--- src/rtl/fpall_sched.sv ---
// fpall_pkg: opcode and format encodings shared by requesters, scheduler and fpall_shared.
package fpall_pkg;
  typedef enum logic [1:0] {OP_ADD = 2'd0, OP_MUL = 2'd1, OP_SQRT = 2'd2} opcode_e;
  typedef enum logic {FP32 = 1'b0, FP16 = 1'b1} fmt_e;
endpackage

// fpall_sched: round-robin front end for one shared FP unit. Grants at most one
// requester per cycle, registers the winning operation onto the unit, tracks it
// in flight and routes the unit's result back to its owner as a one-cycle pulse.
// SQRT blocks further issue until its result has been captured, so completions
// can never collide and always return in issue order.
module fpall_sched
  import fpall_pkg::*;
#(
  parameter int N_REQ    = 2,
  parameter int LATENCY  = 1,
  parameter int SQRT_LAT = 4
) (
  input  logic                        i_clk,
  input  logic                        i_rst_n,
  input  logic    [N_REQ-1:0]         i_req_valid,
  output logic    [N_REQ-1:0]         o_req_ready,
  input  opcode_e [N_REQ-1:0]         i_req_opcode,
  input  fmt_e    [N_REQ-1:0]         i_req_fmt,
  input  logic    [N_REQ-1:0][31:0]   i_req_x,
  input  logic    [N_REQ-1:0][31:0]   i_req_y,
  output opcode_e                     o_fpu_opcode,
  output fmt_e                        o_fpu_fmt,
  output logic    [31:0]              o_fpu_x,
  output logic    [31:0]              o_fpu_y,
  input  logic    [31:0]              i_fpu_r,
  output logic    [N_REQ-1:0]         o_rsp_valid,
  output logic    [31:0]              o_rsp_data
);

  localparam int IDW   = (N_REQ > 1) ? $clog2(N_REQ) : 1;
  localparam int DEPTH = (SQRT_LAT > LATENCY) ? SQRT_LAT : LATENCY;
  localparam int CW    = $clog2(SQRT_LAT + 1);

  typedef enum logic {RUN = 1'b0, SQRT_BUSY = 1'b1} state_e;

  // One in-flight slot: owner plus which tap it must leave the pipe at.
  typedef struct packed {
    logic           vld;
    logic           sqrt;
    logic [IDW-1:0] id;
  } trk_t;

  state_e         r_state, w_state_nx;
  logic [CW-1:0]  r_cnt;
  logic [IDW-1:0] r_ptr;          // requester holding top priority
  logic [N_REQ-1:0] w_ready;
  logic [IDW-1:0] w_gnt_id;
  logic [IDW-1:0] w_idx;
  logic           w_found;
  int             w_sum;
  logic           w_accept;
  logic           w_acc_sqrt;
  trk_t           r_iss;          // describes the op on o_fpu_* this cycle
  trk_t           r_trk [DEPTH];
  logic           w_hit_add;
  logic           w_hit_sqrt;
  logic [IDW-1:0] w_hit_id;

  // Round-robin pick: first valid requester scanning upward from r_ptr.
  always_comb begin
    w_ready  = '0;
    w_gnt_id = '0;
    w_found  = 1'b0;
    w_idx    = '0;
    w_sum    = 0;
    if (i_rst_n && r_state == RUN) begin
      for (int k = 0; k < N_REQ; k++) begin
        w_sum = int'(r_ptr) + k;
        if (w_sum >= N_REQ) w_sum = w_sum - N_REQ;
        w_idx = IDW'(w_sum);
        if (!w_found && i_req_valid[w_idx]) begin
          w_found         = 1'b1;
          w_ready[w_idx]  = 1'b1;
          w_gnt_id        = w_idx;
        end
      end
    end
  end

  assign o_req_ready = w_ready;
  assign w_accept    = w_found;
  assign w_acc_sqrt  = w_found && (i_req_opcode[w_gnt_id] == OP_SQRT);

  // FSM state register.
  always_ff @(posedge i_clk or negedge i_rst_n) begin
    if (!i_rst_n) r_state <= RUN;
    else          r_state <= w_state_nx;
  end

  // Next state: a SQRT grant stalls issue; leave on the edge that captures its result.
  always_comb begin
    w_state_nx = r_state;
    case (r_state)
      RUN:       if (w_acc_sqrt) w_state_nx = SQRT_BUSY;
      SQRT_BUSY: if (r_cnt == '0) w_state_nx = RUN;
      default:   w_state_nx = RUN;
    endcase
  end

  // Stall counter: reaches zero exactly one cycle before the SQRT capture edge.
  always_ff @(posedge i_clk or negedge i_rst_n) begin
    if (!i_rst_n)                             r_cnt <= '0;
    else if (w_acc_sqrt)                      r_cnt <= CW'(SQRT_LAT);
    else if (r_state == SQRT_BUSY && r_cnt != '0) r_cnt <= r_cnt - 1'b1;
  end

  // Priority moves to the requester after the one just granted.
  always_ff @(posedge i_clk or negedge i_rst_n) begin
    if (!i_rst_n)
      r_ptr <= '0;
    else if (w_accept)
      r_ptr <= (w_gnt_id == IDW'(N_REQ - 1)) ? '0 : w_gnt_id + 1'b1;
  end

  // Issue register: drive the granted op for one cycle, hold the bus otherwise.
  always_ff @(posedge i_clk or negedge i_rst_n) begin
    if (!i_rst_n) begin
      o_fpu_opcode <= OP_ADD;
      o_fpu_fmt    <= FP32;
      o_fpu_x      <= '0;
      o_fpu_y      <= '0;
      r_iss        <= '0;
    end else if (w_accept) begin
      o_fpu_opcode <= i_req_opcode[w_gnt_id];
      o_fpu_fmt    <= i_req_fmt[w_gnt_id];
      o_fpu_x      <= i_req_x[w_gnt_id];
      o_fpu_y      <= i_req_y[w_gnt_id];
      r_iss        <= '{vld: 1'b1, sqrt: w_acc_sqrt, id: w_gnt_id};
    end else begin
      r_iss        <= '0;
    end
  end

  // In-flight pipe: slot k holds the op issued k+1 cycles ago.
  always_ff @(posedge i_clk or negedge i_rst_n) begin
    if (!i_rst_n) begin
      for (int k = 0; k < DEPTH; k++) r_trk[k] <= '0;
    end else begin
      r_trk[0] <= r_iss;
      for (int k = 1; k < DEPTH; k++) r_trk[k] <= r_trk[k-1];
    end
  end

  assign w_hit_add  = r_trk[LATENCY-1].vld  && !r_trk[LATENCY-1].sqrt;
  assign w_hit_sqrt = r_trk[SQRT_LAT-1].vld &&  r_trk[SQRT_LAT-1].sqrt;
  assign w_hit_id   = w_hit_sqrt ? r_trk[SQRT_LAT-1].id : r_trk[LATENCY-1].id;

  // Capture the unit result and pulse the owner's valid for one cycle.
  always_ff @(posedge i_clk or negedge i_rst_n) begin
    if (!i_rst_n) begin
      o_rsp_valid <= '0;
      o_rsp_data  <= '0;
    end else begin
      o_rsp_valid <= '0;
      if (w_hit_add || w_hit_sqrt) begin
        o_rsp_valid[w_hit_id] <= 1'b1;
        o_rsp_data            <= i_fpu_r;
      end
    end
  end

endmodule
--- config.mk ---
export PLATFORM = sky130hd
export DESIGN_NAME = fpall_sched
export DESIGN_NICKNAME = d
export VERILOG_FILES = /design/src/rtl/fpall_sched.sv
export SDC_FILE = /design/constraint.sdc
export NUM_CORES = 1
export LEC_CHECK = 0
export CORE_UTILIZATION = 30
export CTS_CLUSTER_DIAMETER = 30
export DETAILED_ROUTE_END_ITERATION = 16
export SYNTH_ARGS = -nofsm -noshare
export SYNTH_HDL_FRONTEND = slang
export SYNTH_SLANG_ARGS = --single-unit
export TNS_END_PERCENT = 5
--- constraint.sdc ---
create_clock -name i_clk -period 3.5 [get_ports i_clk]
set_clock_uncertainty 0.1 [all_clocks]
set_input_delay 0.7 -clock i_clk [delete_from_list [all_inputs] [get_ports i_clk]]
set_output_delay 0.7 -clock i_clk [all_outputs]
set_load 0.02 [all_outputs]
==> flow_metrics.tcl <==
set metrics [dict create \
    status "finished clean" \
    cts_hold_buf 0 \
    wire_per_inst_um 18.1 \
    drive_gt1_share_pct 12.0 \
    cpMostUsedCell "clkdlybuf4s50_1" \
    synth-seq-cells 121 \
    regArea_um2 3030 \
    critPathTopFamily "buffers and inverters" \
    wirelength_um 15500 \
    worst_pin_slew_ps 1180 \
    cts_sinks 121 \
    vias 4240 \
    hold_viol_final 0 \
    tns_ps 0 \
    first_pass_iters 4 \
    hpwl_um 11000 \
    die_h_um 131 \
    path_buf_inv 2 \
    grt_pass1_vias 4494 \
    min_period_ps 3010 \
    die_width_um 131 \
    antenna_found_initial 0 \
    start_kind "input pin" \
    post-place-ws_ps 429 \
    max_stage_delay_ps 630 \
    fmax_mhz 333 \
    power_switching_w 0.00254 \
    netlist_area_um2 4990 \
    required_ps 2700 \
    finalMaxSlewViolations 0 \
    synth_top_cells_by_area "dfrtp_1 61%, a221o_1 13%, a21boi_0 9.9%" \
    synthCells 361 \
    fillers 1348 \
    htree_levels 4 \
    cts_setup_buffers 0 \
    ys_types 31 \
    crit_arrival_ps 2210 \
    grt_max_degree 71 \
    p_comb_share_pct 44.8 \
    drc_errors 0 \
    syn_area_per_cell_um2 13.8 \
    dieArea_um2 17200 \
    dpl.cell_count 824 \
    setup_viol 0 \
    instances_no_fill 856 \
    grt_pass1_wl_um 23300 \
    cts_tree "done" \
    ys_seq_area_share_pct 60.7 \
    clk_pin_slew_ps 50 \
    grt_overflow_total 0 \
    cts-resized-gates 0 \
    synth_top_area_cell "dfrtp_1" \
    nNetsFinal 799 \
    synth-edff-count 0 \
    slew_headroom_pct 21.1 \
    synth_top_area_share_pct 60.7 \
    gp_congestion 0.752 \
    p_clk_share_pct 23.7 \
    num_rows 46 \
    timing.final.crit_share_pct 85.9 \
    io_buffers 272 \
    synth_ff_type "dfrtp_1" \
    pwr-share-seq_pct 31.5 \
    diodes 0 \
    critPathKind "input pin to output port" \
    syn_nets 533 \
    swShare_pct 33.8 \
    drt_iter0_drc 168 \
    power.internal_w 0.00497 \
    via_per_inst 4.95 \
    grt_util_all_layers_pct 18.2 \
    yosys_warnings 0 \
    numCtsBuffers 17 \
    hp-class "flip-flop to flip-flop" \
    path_cells "clkdlybuf4s50_1 > a21boi_2 > and2_2 > clkdlybuf4s50_1" \
    leakagePower_nw 3.52 \
    core_um2 16100 \
    reg2reg_slack_ps 1470 \
    async_flop_share_pct 100 \
    whs_ps 241 \
    rsz0062_at_grt "false" \
    cts-root-buf "clkbuf_16" \
    ant_nets 0 \
    ctsLongestPathBuffers 2 \
    cap_violations 0 \
    ios 273 \
    p_per_area_nw_per_um2 886 \
    synthToLayoutAreaGrowth_pct 70.0 \
    ir_drop_mv 0.467 \
    start_util_pct 31.1 \
    crit_path_top_delay_cell "clkdlybuf4s50_1" \
    multi_input_area_um2 1780 \
    clock_latency_ps 410 \
    end_kind "output port" \
    critPathMaxFanout 3 \
    setup_ws_ps 495 \
]
## Yosys cell counts (all sizes together) (3+ instances only)
cell type / n
nor2b: 3
clkbuf: 19
dfrtp: 121
buf: 14
a21boi: 67
a221o: 67
mux2: 32
inv: 6
nand2: 5
## stage by stage
| step | area (um2) | util (%) | total power, W |
|---|---|---|---|
| 2_1_floorplan | 4990 | - | 0.00408 |
| 3_3_place_gp | 7880 | 49.1 | 0.00571 |
| 3_5_place_dp | 7880 | 49.1 | 0.00578 |
| 4_1_cts | 8490 | 52.9 | 0.00761 |
| 5_1_grt | 8490 | 52.9 | 0.00794 |
| 6_report | 8490 | 52.9 | 0.00752 |
## final cells by class
| type | instances | share of cell area (%) |
|---|---|---|
| flip-flops and latches | 121 | 35.7 |
| repair buffers | 280 | 32.8 |
| multi-input cells | 201 | 21.0 |
| clock buffers | 20 | 5.38 |
| well taps | 216 | 3.18 |
| clock inverters | 12 | 1.75 |
| inverters | 6 | 0.265 |
## per-layer routing
metal / vias up / share of wire [%] / global-route usage, %
met3: 21 / 12 / 8.27
li1: 1939 / - / -
met5: - / 0 / 0
met4: 0 / 2.0 / 6.63
met2: 225 / 47 / 30.6
met1: 2055 / 39 / 20.3
## state kept, by name (all words and copies together) (netlist names)
| signal | count |
|---|---|
| r_ptr | 1 |
| o_fpu_x | 32 |
| r_iss | 3 |
| o_fpu_fmt | 1 |
| o_fpu_opcode | 2 |
| r_trk | 12 |
| o_rsp_valid | 2 |
| o_rsp_data | 32 |
| r_state | 1 |
| r_cnt | 3 |
| o_fpu_y | 32 |
## cells by family (layout without fill, tap and decap cells)
kind of cell             Yosys count  count (layout)  share of synthesized area, %
AND/OR/NAND/NOR                   24              24                          2.88
buffers and inverters             39             318                          3.84
AO/OA/AOI/OAI                    141             141                          24.5
adder cells (fa/ha/maj)            2               2                         0.501
flip-flops                       121             121                          60.7
multiplexers                      34              34                          7.62
## cell usage in the layout, fill, tap and decap left out, drive strengths merged, types with 3 or more instances in the layout
master and count:
clkdlybuf4s50 271, clkinvlp 4, a221o 67, mux2 32, clkbuf 20, a21boi 67
dfrtp 121, inv 6, nor2b 3, buf 9, bufinv 3, clkinv 5
nand2 5
## final timing paths
path | from | end | depth (start not counted)
max reg2reg | r_trk[10] | o_rsp_data[9] | 4
max in group asynchronous | i_rst_n | o_fpu_y[8] | 3
max | i_req_valid[0] | o_req_ready[0] | 4
min | r_iss[0] | r_trk[9] | 0
min reg2reg | r_iss[0] | r_trk[9] | 0
min in group asynchronous | i_rst_n | o_fpu_x[17] | 2
## power by group through the flow
stage          Combinational [W]  Sequential, W  Clock (W)
4_1_cts                  0.00341        0.00238    0.00182
5_1_grt                  0.00361        0.00246    0.00188
2_1_floorplan            0.00102        0.00306          0
6_report                 0.00337        0.00237    0.00178
3_3_place_gp             0.00336        0.00236          0
3_5_place_dp             0.00340        0.00237          0
No activity file was read; power rests on OpenSTA's default activity.
